[src/rtl/pipe_ctrl.sv]
// Hazard and sequencing controller for the 5-stage pipeline: drives en/clr of the
// PC and the four stage registers, and counts stall and redirect-flush cycles.
module pipe_ctrl #(
  parameter int unsigned REGW        = 5,
  parameter int unsigned INIT_CYCLES = 4,
  parameter int unsigned CNTW        = 32
) (
  input  logic            clk,
  input  logic            rst_n,
  input  logic [REGW-1:0] id_rs1,
  input  logic [REGW-1:0] id_rs2,
  input  logic            id_use_rs1,
  input  logic            id_use_rs2,
  input  logic [REGW-1:0] ex_rd,
  input  logic            ex_is_load,
  input  logic            ex_redirect,
  input  logic            mem_req,
  input  logic            mem_ready,
  output logic            pc_en,
  output logic            ifid_en,
  output logic            ifid_clr,
  output logic            idex_en,
  output logic            idex_clr,
  output logic            exmem_en,
  output logic            exmem_clr,
  output logic            memwb_en,
  output logic            memwb_clr,
  output logic            busy,
  output logic [CNTW-1:0] stall_cnt,
  output logic [CNTW-1:0] flush_cnt
);

  localparam int unsigned ICW = $clog2(INIT_CYCLES) + 1;

  typedef enum logic [1:0] {INIT, RUN, MEM_WAIT} state_t;
  typedef enum logic [2:0] {M_INIT, M_FREEZE, M_FLUSH, M_STALL, M_NORMAL} mode_t;

  state_t         state, state_n;
  mode_t          mode;
  logic [ICW-1:0] init_cnt, init_cnt_n;
  logic           hazard;
  logic           stall_inc, flush_inc;

  assign hazard = ex_is_load && (ex_rd != '0) &&
                  ((id_use_rs1 && (id_rs1 == ex_rd)) || (id_use_rs2 && (id_rs2 == ex_rd)));

  // Pick the active rule and the next state
  always_comb begin
    state_n    = state;
    init_cnt_n = init_cnt;
    mode       = M_NORMAL;
    case (state)
      INIT: begin
        mode = M_INIT;
        if (init_cnt == '0) state_n = RUN;
        else                init_cnt_n = init_cnt - ICW'(1);
      end
      RUN, MEM_WAIT: begin
        if (!mem_ready && (mem_req || state == MEM_WAIT)) begin
          mode    = M_FREEZE;
          state_n = MEM_WAIT;
        end else begin
          state_n = RUN;
          if (ex_redirect) mode = M_FLUSH;
          else if (hazard) mode = M_STALL;
          else             mode = M_NORMAL;
        end
      end
      default: begin
        mode    = M_INIT;
        state_n = INIT;
      end
    endcase
  end

  // Mealy control decode
  always_comb begin
    {pc_en, ifid_en, ifid_clr, idex_en, idex_clr, exmem_en, exmem_clr, memwb_en, memwb_clr} = 9'b1_10_10_10_10;
    case (mode)
      M_INIT:   {pc_en, ifid_en, ifid_clr, idex_en, idex_clr, exmem_en, exmem_clr, memwb_en, memwb_clr} = 9'b0_11_11_11_11;
      M_FREEZE: {pc_en, ifid_en, ifid_clr, idex_en, idex_clr, exmem_en, exmem_clr, memwb_en, memwb_clr} = 9'b0_00_00_00_11;
      M_FLUSH:  {pc_en, ifid_en, ifid_clr, idex_en, idex_clr, exmem_en, exmem_clr, memwb_en, memwb_clr} = 9'b1_11_11_10_10;
      M_STALL:  {pc_en, ifid_en, ifid_clr, idex_en, idex_clr, exmem_en, exmem_clr, memwb_en, memwb_clr} = 9'b0_00_11_10_10;
      default:  {pc_en, ifid_en, ifid_clr, idex_en, idex_clr, exmem_en, exmem_clr, memwb_en, memwb_clr} = 9'b1_10_10_10_10;
    endcase
  end

  assign busy      = (state == INIT) || (state == MEM_WAIT);
  assign stall_inc = (state != INIT) && !pc_en;
  assign flush_inc = (mode == M_FLUSH);

  // State, init countdown and saturating performance counters
  always_ff @(posedge clk or negedge rst_n) begin
    if (!rst_n) begin
      state     <= INIT;
      init_cnt  <= ICW'(INIT_CYCLES - 1);
      stall_cnt <= '0;
      flush_cnt <= '0;
    end else begin
      state    <= state_n;
      init_cnt <= init_cnt_n;
      if (stall_inc && (stall_cnt != '1)) stall_cnt <= stall_cnt + CNTW'(1);
      if (flush_inc && (flush_cnt != '1)) flush_cnt <= flush_cnt + CNTW'(1);
    end
  end

endmodule

[config.mk]
export PLATFORM = sky130hd
export DESIGN_NAME = pipe_ctrl
export DESIGN_NICKNAME = d
export VERILOG_FILES = /design/src/rtl/pipe_ctrl.sv
export SDC_FILE = /design/constraint.sdc
export NUM_CORES = 1
export LEC_CHECK = 0
export CORE_MARGIN = 2
export CORE_UTILIZATION = 43
export DETAILED_ROUTE_END_ITERATION = 8
export GPL_TIMING_DRIVEN = 0
export PLACE_DENSITY = 0.75
export SETUP_SLACK_MARGIN = 0.1
export SLEW_MARGIN = 10
export SYNTH_ARGS = -nofsm -noshare
export SYNTH_HDL_FRONTEND = slang
export SYNTH_SLANG_ARGS = --single-unit
export TNS_END_PERCENT = 10
[constraint.sdc]
create_clock -name clk -period 2.2 [get_ports clk]
set_input_delay 0.66 -clock clk [delete_from_list [all_inputs] [get_ports clk]]
set_output_delay 0.66 -clock clk [all_outputs]
set_load 0.02 [all_outputs]
== Word level (Yosys, flattened, before mapping) ==
Index checks and enable logic that the tools add are counted.
Storage, ports and cells
  bits in latches: 0
  bits in read-only memories: 0
  memories: 0
  memory bits (writable): 0
  input bits: 23
  register bits after elaboration: 69
Operators by class
  mux-type cells: 14
  bitwise logic cells: 1
  eq/ne operators: 10
  multipliers: 0
  add/subtract/negate cells: 3
  divide/modulo/power cells: 0
  order comparisons: 0
  reductions and logical operators: 24
  shift-type cells: 0
Operators with widths (number)
  32-bit by 1-bit adder with 32-bit output, second input constant: 2
  32-bit inequality test, second input constant: 2
  3-bit two-way mux: 4
  5-bit == test: 2
  1-bit logical AND: 8
  2-bit OR reduction: 4
  1-bit two-way mux: 7
  3-bit by 2-bit == test with 1-bit output, second input constant: 2
  3-bit logical NOT: 2
  3-bit OR reduction: 2
  5-bit nonzero test: 1
  2-bit two-way mux: 2
  2-bit case mux with 2 select lines: 1
  3-bit by 1-bit == test with 1-bit output, second input constant: 1
  1-bit logical OR: 3
  3-bit by 1-bit subtractor with 3-bit output, second input constant: 1
  2-bit by 1-bit == test with 1-bit output, second input constant: 1
  2-bit == test, second input constant: 1
  2-bit logical NOT: 1
  2-bit inequality test, second input constant: 1
  2-bit AND reduction: 1
  2-bit nonzero test: 1
  1-bit logical NOT: 1
  1-bit NOT: 1

== Longest topological paths before layout ==
Gate-level depths: netlist of run 1.
  depth after elaboration: 12
  depth in mapped cells: 9

== Least setup slack after synthesis of run 1 ==
OpenSTA, ideal clock, no wires.
  path type: input -> output
  start: input ex_rd[1]
  end: output pc_en
  path buffers: 0
  data required time: 1.540 ns
  stages: 4
  slack: -0.309 ns
  arrival: 1.849 ns
  cells stage by stage: or4_1 > nor2_1 > nor3b_1 > a21oi_1
Between the ends
  longest elaborated chain between the ends: 11
  elaborated cells on any way between the ends: 17
  those cells by class: eq/ne (4); mux (5); reduce/logical (8)
Ends and longest elaborated chain
  from (decl): line 14  | input logic [REGW-1:0] ex_rd,
  5-bit == test: line 45  | ((id_use_rs1 && (id_rs1 == ex_rd)) || (id_use_rs2 && (id_rs2 == ex_rd)));
  1-bit logical AND: line 45
  1-bit logical OR: line 45
  1-bit logical AND *: line 44  | assign hazard = ex_is_load && (ex_rd != '0) &&
  3-bit two-way mux *: line 65  | else if (hazard) mode = M_STALL;
  3-bit two-way mux *: line 64  | if (ex_redirect) mode = M_FLUSH;
  3-bit two-way mux *: line 59  | if (!mem_ready && (mem_req || state == MEM_WAIT)) begin
  3-bit two-way mux *: line 52  | case (state)
  3-bit by 1-bit == test with 1-bit output (tied with other cells): line 79  | case (mode)
  3-bit OR reduction (no line) *
  1-bit two-way mux *: line 79
  to (decl): line 19  | output logic pc_en,
Mark *: on every way between the ends. The rest lies on a longest branch, timed or not.

== Worst setup path after layout of run 1 ==
  start: input ex_rd[4]
  end: output ifid_en
Between the ends
  longest elaborated chain between the ends: 11
  elaborated cells on any way between the ends: 16
  those cells by class: eq/ne (4); mux (5); reduce/logical (7)
Ends and longest elaborated chain
  5-bit == test: line 45
  1-bit logical AND: line 45
  1-bit logical OR: line 45
  1-bit logical AND *: line 44
  3-bit two-way mux *: line 65
  3-bit two-way mux *: line 64
  3-bit two-way mux *: line 59
  3-bit two-way mux *: line 52
  3-bit by 1-bit == test with 1-bit output or 3-bit by 2-bit == test with 1-bit output (tied branches): line 79
  2-bit OR reduction (no line) *
  1-bit two-way mux *: line 79
  to (decl): line 20  | output logic ifid_en,
Marked as above.

==> run_results.csv, run 1 <==
group,metric,value,unit
global_routing,grt_max_degree,37,
global_routing,grt.total_usage,19.4,%
routing,antenna_left,0,
power,clkPwrFrac,24.7,%
critical_path,r2r_slack,-0.06,ns
die,dieArea,8800,um^2
critical_path,reg2reg_depth,8,
clock_tree,cts_made_buffers,9,
clock_tree,tritoncts,"built",
critical_path,worstReg2RegEnd,"stall_cnt[1]$_DFFE_PN0P_",
routing,viasPerCell,5.18,
routing,firstDrtPassIters,4,
yosys,synth_cells,326,
power,power,4.49,mW
critical_path,end_kind,"output pin",
power,p_sw,1.54,mW
clock_tree,clock-root-buffer,"clkbuf_8",
placed_design,routabilityCongestion,0.787,
routing,drc,0,
die,die_h,93.8,um
critical_path,timing.rr.start,"stall_cnt[5]$_DFFE_PN0P_",
power,ir_worst_vdd,0.770,mV
final_layout,final_cell_area,5210,um^2
timing,slew_headroom,48.0,%
placed_design,port_buffers,95,
yosys,ys_ff_latch,69,
clock_tree,cts.htree.levels,3,
routing,num_vias,2881,
power,seq_power_share,34.6,%
placed_design,dpl.hpwl,5890,um
global_routing,antenna_found_initial,0,
timing,layout_setup_ws,-0.285,ns
final_layout,area_growth,50.2,%
placed_design,place_inst,524,
die,std_cell_rows,32,
timing,rsz0062_at_grt,"yes",
final_layout,fin_util,67.1,%
timing,final.min_clock_period,2.48,ns
timing,finalSetupViolations,35,
placed_design,preCtsSetupSlack,-1.24,ns
hold_path,hold_path.class,"in2async",
run_status,status,"complete, but fails checks",
routing,drtIter0Drc,119,
critical_path,crit_chain,"buf_8, or4_4, nor2_4, nor3b_4, nand2_2, nand2_1, nand2_2, buf_6",
power,cellPowerDensity,861,nW/um^2
yosys,yosys_warnings,0,
timing,skew,0.0125,ns
power,swShare,34.4,%
power,p_int,2.94,mW
yosys,ys_seq_area_share,49.8,%
power,power_frac_comb,40.7,%
clock_tree,clk_path_buf_depth,2,
clock_tree,clk_latency,0.34,ns
critical_path,worstSetupStartpointType,"input port",
final_layout,insertedDiodeCount,0,
timing,finalCritPeriodShare,113,%
critical_path,worstSetupPathType,"in2out",
die,initial_core_util,44.7,%
yosys,synth_nets,356,
placed_design,placed_cell_area,4600,um^2
run,drv_cap,0,
die,die_w,93.8,um
critical_path,cp_slowest_stage_delay,0.54,ns
clock_tree,cts.clk_slew.worst_paths,0.08,ns
yosys,netlist_area,3470,um^2
timing,tightest_slew,0.772,ns
global_routing,grt_pass1_wl,13600,um
die,coreArea,7770,um^2
timing,whs,0.261,ns
timing,setup-tns-final,-3.00,ns
critical_path,crit_required,1.54,ns
timing,finalHoldViolCount,0,
final_layout,layout-drive-gt1-share,24.2,%
final_layout,stdcell_count,556,
yosys,synthDistinctLibCells,36,
critical_path,arrival,1.82,ns
timing,clock.fmax,402,MHz
run_status,violations,"setup timing",
global_routing,first_global_vias,2813,
critical_path,slowest_stage,"or4_4",
final_layout,finalNetCount,479,
routing,routedWlPerCell,15.2,um
critical_path,worstPathMaxFanout,2,
routing,wirelength,8470,um
global_routing,grt-ovfl-total,0,
clock_tree,cts_sinks,69,
timing,final_max_slew_viol_count,0,
final_layout,fillers,597,
yosys,syn_area_per_cell,10.6,um^2
die,io_pins,97,
critical_path,crit_top_cell,"nand2_2",
power,p_leak,2.52,nW
[how the worst max path moves through the flow]
| stage | start | end | slack [ns] | cells past startpoint |
|---|---|---|---|---|
| 2_1_floorplan | ex_rd[1] | ifid_en | -0.09 | 6 |
| 3_3_place_gp | rst_n | stall_cnt[13]$_DFFE_PN0P_ | -2.13 | 1 |
| 3_5_place_dp | ex_rd[1] | ifid_en | -1.24 | 8 |
| 4_1_cts | ex_rd[4] | ifid_en | -0.28 | 8 |
| 5_1_grt | ex_rd[4] | ifid_en | -0.33 | 8 |
| 6_report | ex_rd[4] | ifid_en | -0.28 | 8 |
[cell usage after synthesis]
| library cell | n | area, um^2 |
|---|---|---|
| a21oi_1 | 2 | 10.0 |
| a311oi_4 | 1 | 26.3 |
| and2_1 | 1 | 6.26 |
| and3_1 | 14 | 87.6 |
| and3_4 | 2 | 22.5 |
| and3b_4 | 1 | 12.5 |
| and4_1 | 7 | 61.3 |
| and4_4 | 1 | 11.3 |
| buf_4 | 2 | 15.0 |
| buf_6 | 3 | 33.8 |
| conb_1 | 1 | 3.75 |
| dfrtp_1 | 67 | 1680 |
| dfstp_2 | 2 | 52.6 |
| ha_1 | 7 | 87.6 |
| inv_1 | 11 | 41.3 |
| mux2_1 | 1 | 11.3 |
| mux2_2 | 2 | 22.5 |
| nand2_1 | 29 | 109 |
| nand2b_1 | 3 | 18.8 |
| nand3_1 | 26 | 130 |
| nand4_1 | 28 | 175 |
| nor2_1 | 20 | 75.1 |
| nor2b_1 | 1 | 6.26 |
| nor3_1 | 3 | 15.0 |
| nor3_2 | 3 | 30.0 |
| nor3b_1 | 1 | 7.51 |
| nor4_1 | 2 | 12.5 |
| o21a_1 | 3 | 22.5 |
| o21ai_0 | 5 | 25.0 |
| o21bai_1 | 2 | 15.0 |
| o22ai_1 | 2 | 12.5 |
| or2_2 | 1 | 6.26 |
| or3_1 | 1 | 6.26 |
| or4_1 | 1 | 7.51 |
| xnor2_1 | 57 | 499 |
| xor2_1 | 13 | 114 |
[cell type report]
| type | count | area (um^2) | share of cell area (%) |
|---|---|---|---|
| plain buffers | 5 | 56.3 | 1.08 |
| clock buffers | 10 | 128 | 2.45 |
| well taps | 102 | 128 | 2.45 |
| multi-input cells | 241 | 1890 | 36.3 |
| clock inverters | 6 | 87.6 | 1.68 |
| flip-flops and latches | 69 | 1740 | 33.3 |
| inverters | 11 | 41.3 | 0.792 |
| repair buffers | 112 | 1140 | 21.9 |
[kinds of logic (layout without fill, tap and decap cells)]
kind of cell	count (synthesis)	in the layout	share of synthesized area [%]
adders and majority gates	7	7	2.52
and+or+nand+nor	145	145	23.1
muxes	3	3	0.974
buffers and inverters	16	144	2.60
AOI/OAI and AO/OA	15	15	3.21
DFF	69	69	49.8
xor gates and xnor gates	70	70	17.7
other	1	1	0.108
[power groups by stage]
stage / clock [mW] / sequential, mW / combinational [mW]
final: 1.11 / 1.55 / 1.83
after CTS: 1.14 / 1.55 / 1.65
after global placement: 0 / 1.56 / 1.43
after global routing: 1.20 / 1.57 / 1.95
after detailed placement: 0 / 1.57 / 1.44
after floorplan: 0 / 1.66 / 0.725
[layout by cell type (no fill, tap or decap), types with 9 or more instances in the layout]
master / count
dfrtp_1: 61
xnor2_1: 53
clkdlybuf4s50_1: 42
nand4_1: 28
nand2_1: 24
nand3_1: 21
dlymetal6s2s_1: 16
nor2_1: 15
buf_4: 14
buf_6: 13
xor2_1: 13
dlygate4sd2_1: 13
and3_1: 12
inv_1: 10
clkbuf_8: 9
[state kept, by name, summed over array words and instances (netlist names)]
signal / cells
flush_cnt: 32
init_cnt: 3
stall_cnt: 32
state: 2
[repair_timing]
action | CTS | global route
gates cloned | 0 | 2
pin swaps | 35 | 25
hold buffers | 0 | 0
resized for setup | 135 | 47
buffers inserted | 9 | 5
endpoints found under the setup margin | 77 | 74
[per-layer routing]
layer	vias up	wire length, um	track usage [%]
met2	64	4170	31.1
met4	0	81	6.40
met5	-	0	0
met1	1432	3750	26.2
met3	6	465	4.25
li1	1379	-	-
[worst max-delay path, delay by kind of cell]
kind / cells / cell delay, ns
buffers and inverters: 2 / 0.20
AND/OR/NAND/NOR: 6 / 0.97
No activity file was read; power rests on OpenSTA's default activity.
==> inputs of run 2 (changes only) <==
--- a/config.mk
+++ b/config.mk
@@ -5,11 +5,12 @@
 export SDC_FILE = /design/constraint.sdc
 export NUM_CORES = 1
 export LEC_CHECK = 0
+export CORE_ASPECT_RATIO = 1.1
 export CORE_MARGIN = 2
-export CORE_UTILIZATION = 43
+export CORE_UTILIZATION = 48
 export DETAILED_ROUTE_END_ITERATION = 8
 export GPL_TIMING_DRIVEN = 0
-export PLACE_DENSITY = 0.75
+export PLACE_DENSITY = 0.79
 export SETUP_SLACK_MARGIN = 0.1
 export SLEW_MARGIN = 10
 export SYNTH_ARGS = -nofsm -noshare
==> constraint.sdc (replaced) <==
create_clock -name clk -period 2.3 [get_ports clk]
set_input_delay 0.69 -clock clk [delete_from_list [all_inputs] [get_ports clk]]
set_output_delay 0.69 -clock clk [all_outputs]
set_load 0.02 [all_outputs]
==> run 2 against run 1 <==
Compared with the run above: die area shrank 10%; setup slack gained 0.010 ns; global-route usage grew 1.4 points; the flow still finishes with violations (setup timing); core utilization grew 4.8 points; critical endpoint unchanged.
==> run_results.csv, run 2 (synthesized netlist as in run 1, its figures left out) <==
group,metric,value,unit
critical_path,r2r_slack,-0.02,ns
clock_tree,clk_path_buf_depth,2,
run_status,status,"complete, but fails checks",
final_layout,layout-drive-gt1-share,22.3,%
timing,whs,0.299,ns
placed_design,place_inst,507,
power,p_sw,1.46,mW
power,clkPwrFrac,25.0,%
final_layout,insertedDiodeCount,0,
final_layout,fillers,537,
placed_design,placed_cell_area,4570,um^2
die,coreArea,7010,um^2
timing,finalCritPeriodShare,112,%
routing,num_vias,2895,
hold_path,hold_path.class,"in2async",
power,ir_worst_vdd,0.587,mV
clock_tree,cts_made_buffers,9,
clock_tree,tritoncts,"built",
power,p_leak,2.21,nW
critical_path,reg2reg_depth,8,
critical_path,end_kind,"output pin",
final_layout,layout_commonest_cell,"dfrtp_1",
global_routing,grt-ovfl-total,0,
timing,final_max_slew_viol_count,0,
final_layout,top_regs,"flush_cnt: 32 flops, stall_cnt: 32 flops, init_cnt: 3 flops",
routing,routedWlPerCell,15.3,um
timing,finalHoldViolCount,0,
power,cellPowerDensity,842,nW/um^2
critical_path,arrival,1.88,ns
timing,layout_setup_ws,-0.275,ns
routing,wirelength,8210,um
run_status,violations,"setup timing",
timing,tightest_slew,0.698,ns
timing,rsz0062_at_grt,"yes",
die,initial_core_util,49.5,%
routing,viasPerCell,5.38,
timing,final.min_clock_period,2.57,ns
routing,drtIter0Drc,158,
final_layout,stdcell_count,538,
final_layout,final_cell_area,5040,um^2
critical_path,worstSetupStartpointType,"input port",
clock_tree,cts_sinks,69,
critical_path,timing.rr.start,"stall_cnt[5]$_DFFE_PN0P_",
timing,slew_headroom,53.0,%
power,swShare,34.5,%
power,seq_power_share,34.8,%
critical_path,crit_required,1.61,ns
power,p_int,2.78,mW
routing,firstDrtPassIters,4,
die,io_pins,97,
die,dieArea,7930,um^2
timing,finalSetupViolations,32,
global_routing,grt.total_usage,20.9,%
timing,skew,0.00702,ns
global_routing,antenna_found_initial,0,
critical_path,worstPathMaxFanout,3,
routing,antenna_left,0,
die,die_h,93.2,um
clock_tree,clock-root-buffer,"clkbuf_8",
die,die_w,85.1,um
global_routing,first_global_vias,2770,
critical_path,worstReg2RegEnd,"stall_cnt[1]$_DFFE_PN0P_",
final_layout,finalNetCount,478,
clock_tree,cts.htree.levels,3,
placed_design,preCtsSetupSlack,-1.17,ns
final_layout,fin_util,71.9,%
final_layout,area_growth,45.3,%
timing,clock.fmax,388,MHz
routing,drc,0,
final_layout,mostFrequentLayoutCells,"dfrtp_1 (66), clkdlybuf4s50_1 (62), xnor2_1 (51)",
global_routing,grt_max_degree,36,
clock_tree,cts.clk_slew.worst_paths,0.08,ns
clock_tree,clk_latency,0.33,ns
placed_design,port_buffers,95,
power,power_frac_comb,40.2,%
global_routing,grt_pass1_wl,13100,um
run,drv_cap,0,
placed_design,dpl.hpwl,5810,um
die,std_cell_rows,32,
critical_path,worstSetupPathType,"in2out",
placed_design,routabilityCongestion,0.761,
==> run 2: worst max-delay path, stage by stage <==
cell,delay [ns]
buf_8,0.10
or4_4,0.55
nor2_4,0.12
nor3b_4,0.06
nand2_1,0.09
nand2_1,0.08
nand2_2,0.09
buf_6,0.11
==> run 2: what timing repair did <==
item	4_1_cts	5_1_grt
pin swaps	34	22
setup buffers	11	3
hold buffers	0	0
endpoints found under the setup margin	57	54
cloned	0	1
gates resized for setup	109	44
==> run 2: per-layer routing <==
metal / GRT usage (%) / routed length, um / up-vias
li1: - / - / 1378
met1: 26.8 / 3480 / 1403
met2: 34.4 / 4120 / 103
met3: 4.85 / 507 / 11
met4: 7.67 / 105 / 0
met5: 0 / 0 / -
==> run 2: cell type report <==
class	instances	area (um^2)	area share [%]
clock buffer	10	128	2.53
buffer	5	60.1	1.19
multi-input combinational	241	1830	36.4
inverter	11	41.3	0.819
timing repair buffer	111	1050	20.9
clock inverter	6	87.6	1.74
sequential	69	1730	34.3
tap	85	106	2.11
==> run 2: power by group through the flow <==
| stage | Combinational, mW | Clock [mW] | Sequential [mW] |
|---|---|---|---|
| final | 1.71 | 1.06 | 1.48 |
| after detailed placement | 1.40 | 0 | 1.50 |
| after floorplan | 0.693 | 0 | 1.59 |
| after global routing | 1.82 | 1.14 | 1.50 |
| after CTS | 1.56 | 1.09 | 1.47 |
| after global placement | 1.37 | 0 | 1.49 |
==> run 2: stage by stage <==
stage | setup TNS [ns] | power, mW
final | -2.23 | 4.24
after global routing | -5.24 | 4.45
after global placement | -149.77 | 2.86
after floorplan | -0.0804 | 2.28
after CTS | -2.00 | 4.13
after detailed placement | -32.89 | 2.90
==> run 2: how the worst max path moves through the flow <==
| stage | start | endpoint | slack [ns] |
|---|---|---|---|
| final | ex_rd[3] | ifid_en | -0.27 |
| after global routing | ex_rd[3] | ifid_en | -0.30 |
| after CTS | ex_rd[3] | pc_en | -0.23 |
| after detailed placement | ex_rd[1] | pc_en | -1.17 |
| after global placement | rst_n | flush_cnt[12]$_DFFE_PN0P_ | -1.75 |
| after floorplan | ex_rd[1] | ifid_en | -0.05 |
